File: src/rtl/div_sched.sv
// div_sched: four-requester scheduler around one unsigned 32/24 restoring divider.
// One quotient bit is produced per cycle; a zero divisor short-circuits to a
// saturated quotient with div_by_zero set.
// Build option: DIV_SCHED_RR_EN selects round-robin arbitration; when it is
// undefined, fixed priority is used (requester 0 highest).
//
// state  | meaning
// S_IDLE | waiting for a request; req sampled only here
// S_CALC | shifting out quotient bits, cnt_q counts 31 down to 0
// S_DONE | one-cycle wrap-up before returning to IDLE
module div_sched (
  input  logic         clk,
  input  logic         reset,
  input  logic [3:0]   req,
  input  logic [127:0] req_dividend,
  input  logic [95:0]  req_divisor,
  output logic [3:0]   grant,
  output logic [3:0]   done,
  output logic [31:0]  quotient,
  output logic         div_by_zero,
  output logic         busy
);

  typedef enum logic [1:0] {S_IDLE, S_CALC, S_DONE} state_t;

  state_t      state_q, state_d;
  logic [4:0]  cnt_q, cnt_d;
  logic [31:0] dvd_q, dvd_d;
  logic [23:0] dvs_q, dvs_d;
  logic [24:0] rem_q, rem_d;
  logic [1:0]  sel_q, sel_d;
  logic [3:0]  grant_q, grant_d;
  logic [3:0]  done_q, done_d;
  logic [31:0] quot_q, quot_d;
  logic        dbz_q, dbz_d;
  logic        busy_q, busy_d;

  logic [31:0] op_dvd [4];
  logic [23:0] op_dvs [4];
  logic [1:0]  pick;
  logic [25:0] trial;
  logic        q_bit;

`ifdef DIV_SCHED_RR_EN
  logic [1:0]  last_q, last_d;
  logic [1:0]  rr_idx;
  logic        rr_found;
`endif

  // Split the flat operand buses into per-requester views.
  always_comb begin
    for (int k = 0; k < 4; k++) begin
      op_dvd[k] = req_dividend[32*k +: 32];
      op_dvs[k] = req_divisor[24*k +: 24];
    end
  end

`ifdef DIV_SCHED_RR_EN
  // Round-robin pick: search upward starting just past the last grant.
  always_comb begin
    pick     = 2'd0;
    rr_idx   = 2'd0;
    rr_found = 1'b0;
    for (int i = 0; i < 4; i++) begin
      rr_idx = last_q + 2'(i) + 2'd1;
      if (!rr_found && req[rr_idx]) begin
        rr_found = 1'b1;
        pick     = rr_idx;
      end
    end
  end
`else
  // Fixed-priority pick: lowest requester index wins.
  always_comb begin
    pick = 2'd0;
    for (int i = 3; i >= 0; i--) begin
      if (req[i]) begin
        pick = 2'(i);
      end
    end
  end
`endif

  // One restoring step: the shifted 25-bit partial remainder minus the divisor;
  // the extra top bit of trial is the borrow.
  always_comb begin
    trial = {rem_q, dvd_q[31]} - {2'b00, dvs_q};
    q_bit = ~trial[25];
  end

  // Next-state and registered-output logic.
  always_comb begin
    state_d = state_q;
    cnt_d   = cnt_q;
    dvd_d   = dvd_q;
    dvs_d   = dvs_q;
    rem_d   = rem_q;
    sel_d   = sel_q;
    grant_d = 4'b0000;
    done_d  = 4'b0000;
    quot_d  = quot_q;
    dbz_d   = dbz_q;
`ifdef DIV_SCHED_RR_EN
    last_d  = last_q;
`endif
    case (state_q)
      S_IDLE: begin
        if (req != 4'b0000) begin
          sel_d   = pick;
          grant_d = 4'b0001 << pick;
          dvd_d   = op_dvd[pick];
          dvs_d   = op_dvs[pick];
          rem_d   = 25'd0;
          cnt_d   = 5'd31;
`ifdef DIV_SCHED_RR_EN
          last_d  = pick;
`endif
          state_d = (op_dvs[pick] == 24'd0) ? S_DONE : S_CALC;
        end
      end
      S_CALC: begin
        rem_d = q_bit ? trial[24:0] : {rem_q[23:0], dvd_q[31]};
        dvd_d = {dvd_q[30:0], q_bit};
        if (cnt_q == 5'd0) begin
          state_d = S_DONE;
          done_d  = 4'b0001 << sel_q;
          quot_d  = {dvd_q[30:0], q_bit};
          dbz_d   = 1'b0;
        end else begin
          cnt_d = cnt_q - 5'd1;
        end
      end
      S_DONE: begin
        state_d = S_IDLE;
        // A zero divisor skipped CALC, so its result is published on the way out.
        if (dvs_q == 24'd0) begin
          done_d = 4'b0001 << sel_q;
          quot_d = 32'hFFFF_FFFF;
          dbz_d  = 1'b1;
        end
      end
      default: state_d = S_IDLE;
    endcase
    busy_d = (state_d != S_IDLE);
  end

  // State and output registers with synchronous reset.
  always_ff @(posedge clk) begin
    if (reset) begin
      state_q <= S_IDLE;
      cnt_q   <= 5'd0;
      dvd_q   <= 32'd0;
      dvs_q   <= 24'd0;
      rem_q   <= 25'd0;
      sel_q   <= 2'd0;
      grant_q <= 4'b0000;
      done_q  <= 4'b0000;
      quot_q  <= 32'd0;
      dbz_q   <= 1'b0;
      busy_q  <= 1'b0;
`ifdef DIV_SCHED_RR_EN
      last_q  <= 2'd3;
`endif
    end else begin
      state_q <= state_d;
      cnt_q   <= cnt_d;
      dvd_q   <= dvd_d;
      dvs_q   <= dvs_d;
      rem_q   <= rem_d;
      sel_q   <= sel_d;
      grant_q <= grant_d;
      done_q  <= done_d;
      quot_q  <= quot_d;
      dbz_q   <= dbz_d;
      busy_q  <= busy_d;
`ifdef DIV_SCHED_RR_EN
      last_q  <= last_d;
`endif
    end
  end

  assign grant       = grant_q;
  assign done        = done_q;
  assign quotient    = quot_q;
  assign div_by_zero = dbz_q;
  assign busy        = busy_q;

endmodule
File: config.mk
export PLATFORM = sky130hd
export DESIGN_NAME = div_sched
export DESIGN_NICKNAME = d
export VERILOG_FILES = /design/src/rtl/div_sched.sv
export SDC_FILE = /design/constraint.sdc
export NUM_CORES = 1
export LEC_CHECK = 0
export BUFFER_PORTS_ARGS = -buffer_cell sky130_fd_sc_hd__clkbuf_2
export CAP_MARGIN = 20
export CORE_MARGIN = 5
export CORE_UTILIZATION = 51
export DETAILED_ROUTE_END_ITERATION = 7
export PLACE_DENSITY_LB_ADDON = 0.1
export SLEW_MARGIN = 20
export SYNTH_ARGS = -nofsm -noshare
export SYNTH_HDL_FRONTEND = slang
export SYNTH_SLANG_ARGS = --single-unit
File: constraint.sdc
create_clock -name clk -period 4.1 [get_ports clk]
set_clock_uncertainty 0.1 [all_clocks]
set_input_delay 1.23 -clock clk [delete_from_list [all_inputs] [get_ports clk]]
set_output_delay 1.23 -clock clk [all_outputs]
set_load 0.05 [all_outputs]
Yosys cells after proc, flatten, opt, wreduce, memory -nomap -nowiden

Cells that the tools add are included.

Output and inout bits: 42
Word-level logic and storage cells: 70
Bits in registers: 132
Input bits: 230

Bitwise gates (word level): 4
Reductions and logical operators: 13
$lt $le $gt $ge: 1
Add/subtract/negate cells: 2
Shift operators: 2
Eq/ne operators: 6
Multiplexer cells: 31

Operators with widths:

| cell                                                      | count |
|---|---|
| two-way mux 32 bit                                        | 5 |
| case mux 32 bit (2 select lines)                          | 2 |
| binary-select mux 32 bit (select 2 bit)                   | 1 |
| two-way mux 25 bit                                        | 2 |
| case mux 25 bit (2 select lines)                          | 1 |
| binary-select mux 24 bit (select 2 bit)                   | 1 |
| logical NOT 24 bit                                        | 2 |
| two-way mux 24 bit                                        | 2 |
| subtractor 26 x 24 -> 26 bit                              | 1 |
| two-way mux 2 bit                                         | 7 |
| two-way mux 5 bit                                         | 2 |
| case mux 5 bit (2 select lines)                           | 1 |
| two-way mux 4 bit                                         | 2 |
| inequality test 2 bit (second input constant)             | 4 |
| case mux 4 bit (2 select lines)                           | 1 |
| << shifter 1 x 2 -> 4 bit (first input constant)          | 2 |
| AND reduction 3 bit                                       | 2 |
| nonzero test 2 bit                                        | 3 |
| logical NOT 5 bit                                         | 1 |
| subtractor 5 x 1 -> 5 bit (second input constant)         | 1 |
| case mux 2 bit (2 select lines)                           | 1 |
| AND reduction 2 bit                                       | 2 |
| nonzero test 4 bit                                        | 1 |
| greater-or-equal comparator 3 bit (second input constant) | 1 |
| other kinds (8)                                           | 11 |

Logic depth before layout (Yosys ltp)

Depth in word-level cells: 13
Depth in mapped cells: 12

Worst setup path after synthesis

Ideal clock, no wire load.

Path type: input port to flip-flop
Start point: input port req[1]
End point: register state_q[1]
Arrival: 3.169 ns
Buffers on the path: 2
Cell stages on the path: 9
Data required time: 3.939 ns
Path slack: 0.770 ns
Library setup time: 0.061 ns
Cell sequence: clkbuf_1 > nor2_1 > o21ai_1 > clkbuf_1 > mux4_2 > nor4_2 > nand3_1 > nor4_2 > a221o_1

Cells in the longest elaborated chain, start to end: 10
Elaborated cells between the ends (all ways): 11

Ends and longest elaborated chain:

| what                                                  | RTL line | source |
|---|---|---|
| start, declared                                       | 14       | `input logic [3:0] req,` |
| two-way mux 2 bit (2 in a row)                        | 77       | `if (req[i]) begin` |
| inverter 2 -> 3 bit (implied by the code)             | 118      | `state_d = (op_dvs[pick] == 24'd0) ? S_DONE : S_CALC;` |
| binary-select mux 24 bit (select 2 bit)               | 118      |  |
| two-way mux 24 bit (implied by the code) (2 in a row) | 118      |  |
| logical NOT 24 bit                                    | 118      |  |
| two-way mux 2 bit                                     | 118      |  |
| two-way mux 2 bit (*)                                 | 108      | `if (req != 4'b0000) begin` |
| case mux 2 bit (2 select lines) (*)                   | 106      | `case (state_q)` |
| end signal, assigned                                  | 165      | `state_q <= state_d;` |
| end, declared                                         | 26       | `state_t state_q, state_d;` |

Every way passes the cells marked *; elsewhere a longest branch is shown, timed or not. The select of a mux whose other input is x is not followed.
A chain may end at the register's enable or synchronous reset.

Final worst setup path

Start point: register dvs_q[6]
End point: register rem_q[20]

Cells in the longest elaborated chain, start to end: 3

Ends and longest elaborated chain:

| what                             | RTL line | source |
|---|---|---|
| start, declared                  | 29       | `logic [23:0] dvs_q, dvs_d;` |
| start signal, assigned           | 168      | `dvs_q <= dvs_d;` |
| subtractor 26 x 24 -> 26 bit     | 87       | `trial = {rem_q, dvd_q[31]} - {2'b00, dvs_q};` |
| two-way mux 25 bit               | 122      | `rem_d = q_bit ? trial[24:0] : {rem_q[23:0], dvd_q[31]};` |
| case mux 25 bit (2 select lines) | 106      |  |
| end signal, assigned             | 169      | `rem_q <= rem_d;` |
| end, declared                    | 30       | `logic [24:0] rem_q, rem_d;` |

No other way between the ends.

==> results.cfg <==
[outcome]
outcome = finished clean

[floorplan]
ioPinCount = 272
die_h_um = 135
die_area_um2 = 18200
initial_core_util_pct = 52.3
die_x_um = 135
row_count = 45
core_area_um2 = 15300

[sta]
slew_headroom_pct = 31.4
hold_violations = 0
setup_viol = 0
maxClockFrequency_ghz = 0.287
rsz0062_at_grt = no
tns_ns = 0
period_share_pct = 85.0
maxSlewViolCount = 0
fin_ws_ns = 0.614
hold-worst-slack_ns = 0.354
max_slew.worst_pin.slew_ns = 1.03
post-route-min-period_ns = 3.49

[placed_design]
placed_area_um2 = 9470
place.gp.congestion = 0.860
port_buffers = 271
dp.cells = 1320
place_ws_ns = 0.386
hpwl_um = 17100

[yosys]
async_flop_share_pct = 0
ys_dominant_reg_cell = dfxtp_1
synthTopCellsByCount = dfxtp_1 (132), nor2_1 (96), nand2_1 (80)
yosysTopAreaCell = dfxtp_1
seq_area_frac_synth_pct = 33.1
yosysUniqueCellTypes = 60
syn_area_per_cell_um2 = 9.01
ys_warn_count = 0
syn_area_um2 = 7980
synth_top_area_share_pct = 33.1
synth.area.top_cells = dfxtp_1 (33%), mux4_2 (14%), mux2i_1 (6.4%)
synth_seq_cells = 132
synth-edff-count = 0
synth_most_common_cell = dfxtp_1
syn-num-nets = 1146
synthCells = 886

[hold_path]
min_to = div_by_zero$_SDFFE_PP0P_
hold_start = div_by_zero$_SDFFE_PP0P_
hold_depth = 2
hold_class = reg2reg

[grt]
grt_max_degree = 68
grtUsageTotal_pct = 24.1
overflow = 0
antenna_found_initial = 0
grt_pass1_wl_um = 35700
grt_pass1_vias = 7346

[power]
p_leak_nw = 4.46
power_mw = 7.12
p_per_area_nw_per_um2 = 707
irDropWorstVdd_mv = 0.412

[clock_tree]
clk_latency_ns = 0.42
cts_buffer_depth = 2
cts_tree = built
clock-sinks = 132
cts_made_buffers = 17
clkTransAtPathRegs_ns = 0.06
h-tree-depth = 4
postCtsHoldBufs = 0
cts_setup_buffers = 0
post_cts_resize_count = 0
clockRootBuffer = clkbuf_16

[run]
max-cap-violations = 0

[worst_setup_path]
cp-end-kind = flip-flop
critPathMaxFanout = 23
cp_data_arrival_time_ns = 3.73
r2r-end = rem_q[20]$_SDFFE_PP0P_
r2r-start = dvs_q[6]$_SDFFE_PP0P_
required_ns = 4.35
max_stage_delay_ns = 0.83
rr_worst_depth = 10
worstSetupStartpointType = flip-flop
slowest_stage = xnor2_4
cpMostUsedCell = o21ai_1
rrSetupSlack_ns = 0.61
cp_cell_sequence = inv_1 > ha_1 > o21ai_1 > a2111oi_4 > o21ai_2 > a31oi_4 > a41oi_4 > xnor2_4 > nand2_1 > o21ai_1
crit_type = reg2reg

[finish]
regArea_um2 = 2640
layout-drive-gt1-share_pct = 33.2
fillers = 1330
diodes = 0
area_delta_synth_final_pct = 26.3
multi_input_area_um2 = 4960
fin_area_um2 = 10100
layoutNonFillerInstCount = 1351
finalNetCount = 1388
final_core_util_pct = 66.1

[detailed_routing]
wl_um = 22300
drtPass1Iterations = 4
avgRoutedWirePerCell_um = 16.5
avgViaCountPerCell = 5.57
vias = 7527
ant_nets = 0
drc = 0
initialDrtViolationCount = 396
cell type report:
cell class                      instances  share of cell area (%)
Clock inverter                         12                    1.79
Timing Repair Buffer                  284                    14.6
Multi-Input combinational cell        658                    49.2
Sequential cell                       132                    26.2
Inverter                               35                    1.32
Tap cell                              211                    2.62
Clock buffer                           19                    4.29
report_power, final:
part	leakage [nW]	switching (mW)	internal, mW
registers	1.09	0.242	1.60
logic	3.09	2.17	1.52
clock network	0.294	0.574	1.02
critical path, delay by kind of cell, from the launching register on:
kind	cells	cell delay [ns]
AO/OA/AOI/OAI	6	1.34
XOR/XNOR	1	0.83
adder cells (fa/ha/maj)	1	0.36
buffers and inverters	1	0.07
flip-flops	1	0.35
AND/OR/NAND/NOR	1	0.34
logic make-up after synthesis:
| logic type | after synthesis | share of synthesized area, % |
|---|---|---|
| xor+xnor | 27 | 3.20 |
| compound gates | 199 | 16.4 |
| flops | 132 | 33.1 |
| fa+ha+maj | 30 | 4.80 |
| mux | 99 | 19.9 |
| simple gates | 303 | 17.5 |
| buf+inv | 96 | 5.06 |
cells in the final DEF (no fill, tap or decap), drive strengths merged, types with 6 or more instances in the layout:
master  synthesis  final
xnor2          11     11
nand3          10     10
a21oi          52     52
clkbuf         45    289
mux2i          51     51
a211oi         36     36
dfxtp         132    132
o21ai          46     46
inv            34     36
xor2           16     16
mux4           48     48
nor2           96     96
nand2          81     81
o22ai          16     16
buf            16     14
ha             29     29
a21o           11     11
nor2b           8      8
nand2b          6      6
nor3           69     69
a32oi           6      6
nor4           11     11
routing by layer:
layer / part of all wire (%) / track usage, %
met5: 0 / 0
met2: 48 / 38.2
met4: 2.1 / 7.95
met3: 5.9 / 5.92
met1: 44 / 32.2
how the worst max path moves through the flow:
| stage | start | endpoint | slack, ns | depth (start not counted) |
|---|---|---|---|---|
| after detailed placement | req[2] | state_q[1]$_SDFF_PP0_ | 0.39 | 9 |
| after global placement | req[2] | state_q[1]$_SDFF_PP0_ | 0.45 | 9 |
| after global routing | dvs_q[6]$_SDFFE_PP0P_ | rem_q[10]$_SDFFE_PP0P_ | 0.41 | 10 |
| after floorplan | req[1] | state_q[1]$_SDFF_PP0_ | 0.77 | 9 |
| after CTS | dvs_q[6]$_SDFFE_PP0P_ | rem_q[20]$_SDFFE_PP0P_ | 0.61 | 10 |
| final | dvs_q[6]$_SDFFE_PP0P_ | rem_q[20]$_SDFFE_PP0P_ | 0.61 | 10 |
registers in the layout, summed over array words and instances, names as in the netlist:
signal	count
dvs_q	24
cnt_q	5
busy	1
div_by_zero	1
rem_q	25
dvd_q	32
state_q	2
sel_q	2
grant	4
done	4
quotient	32
Note: power is estimated with default switching activity, not from simulation.
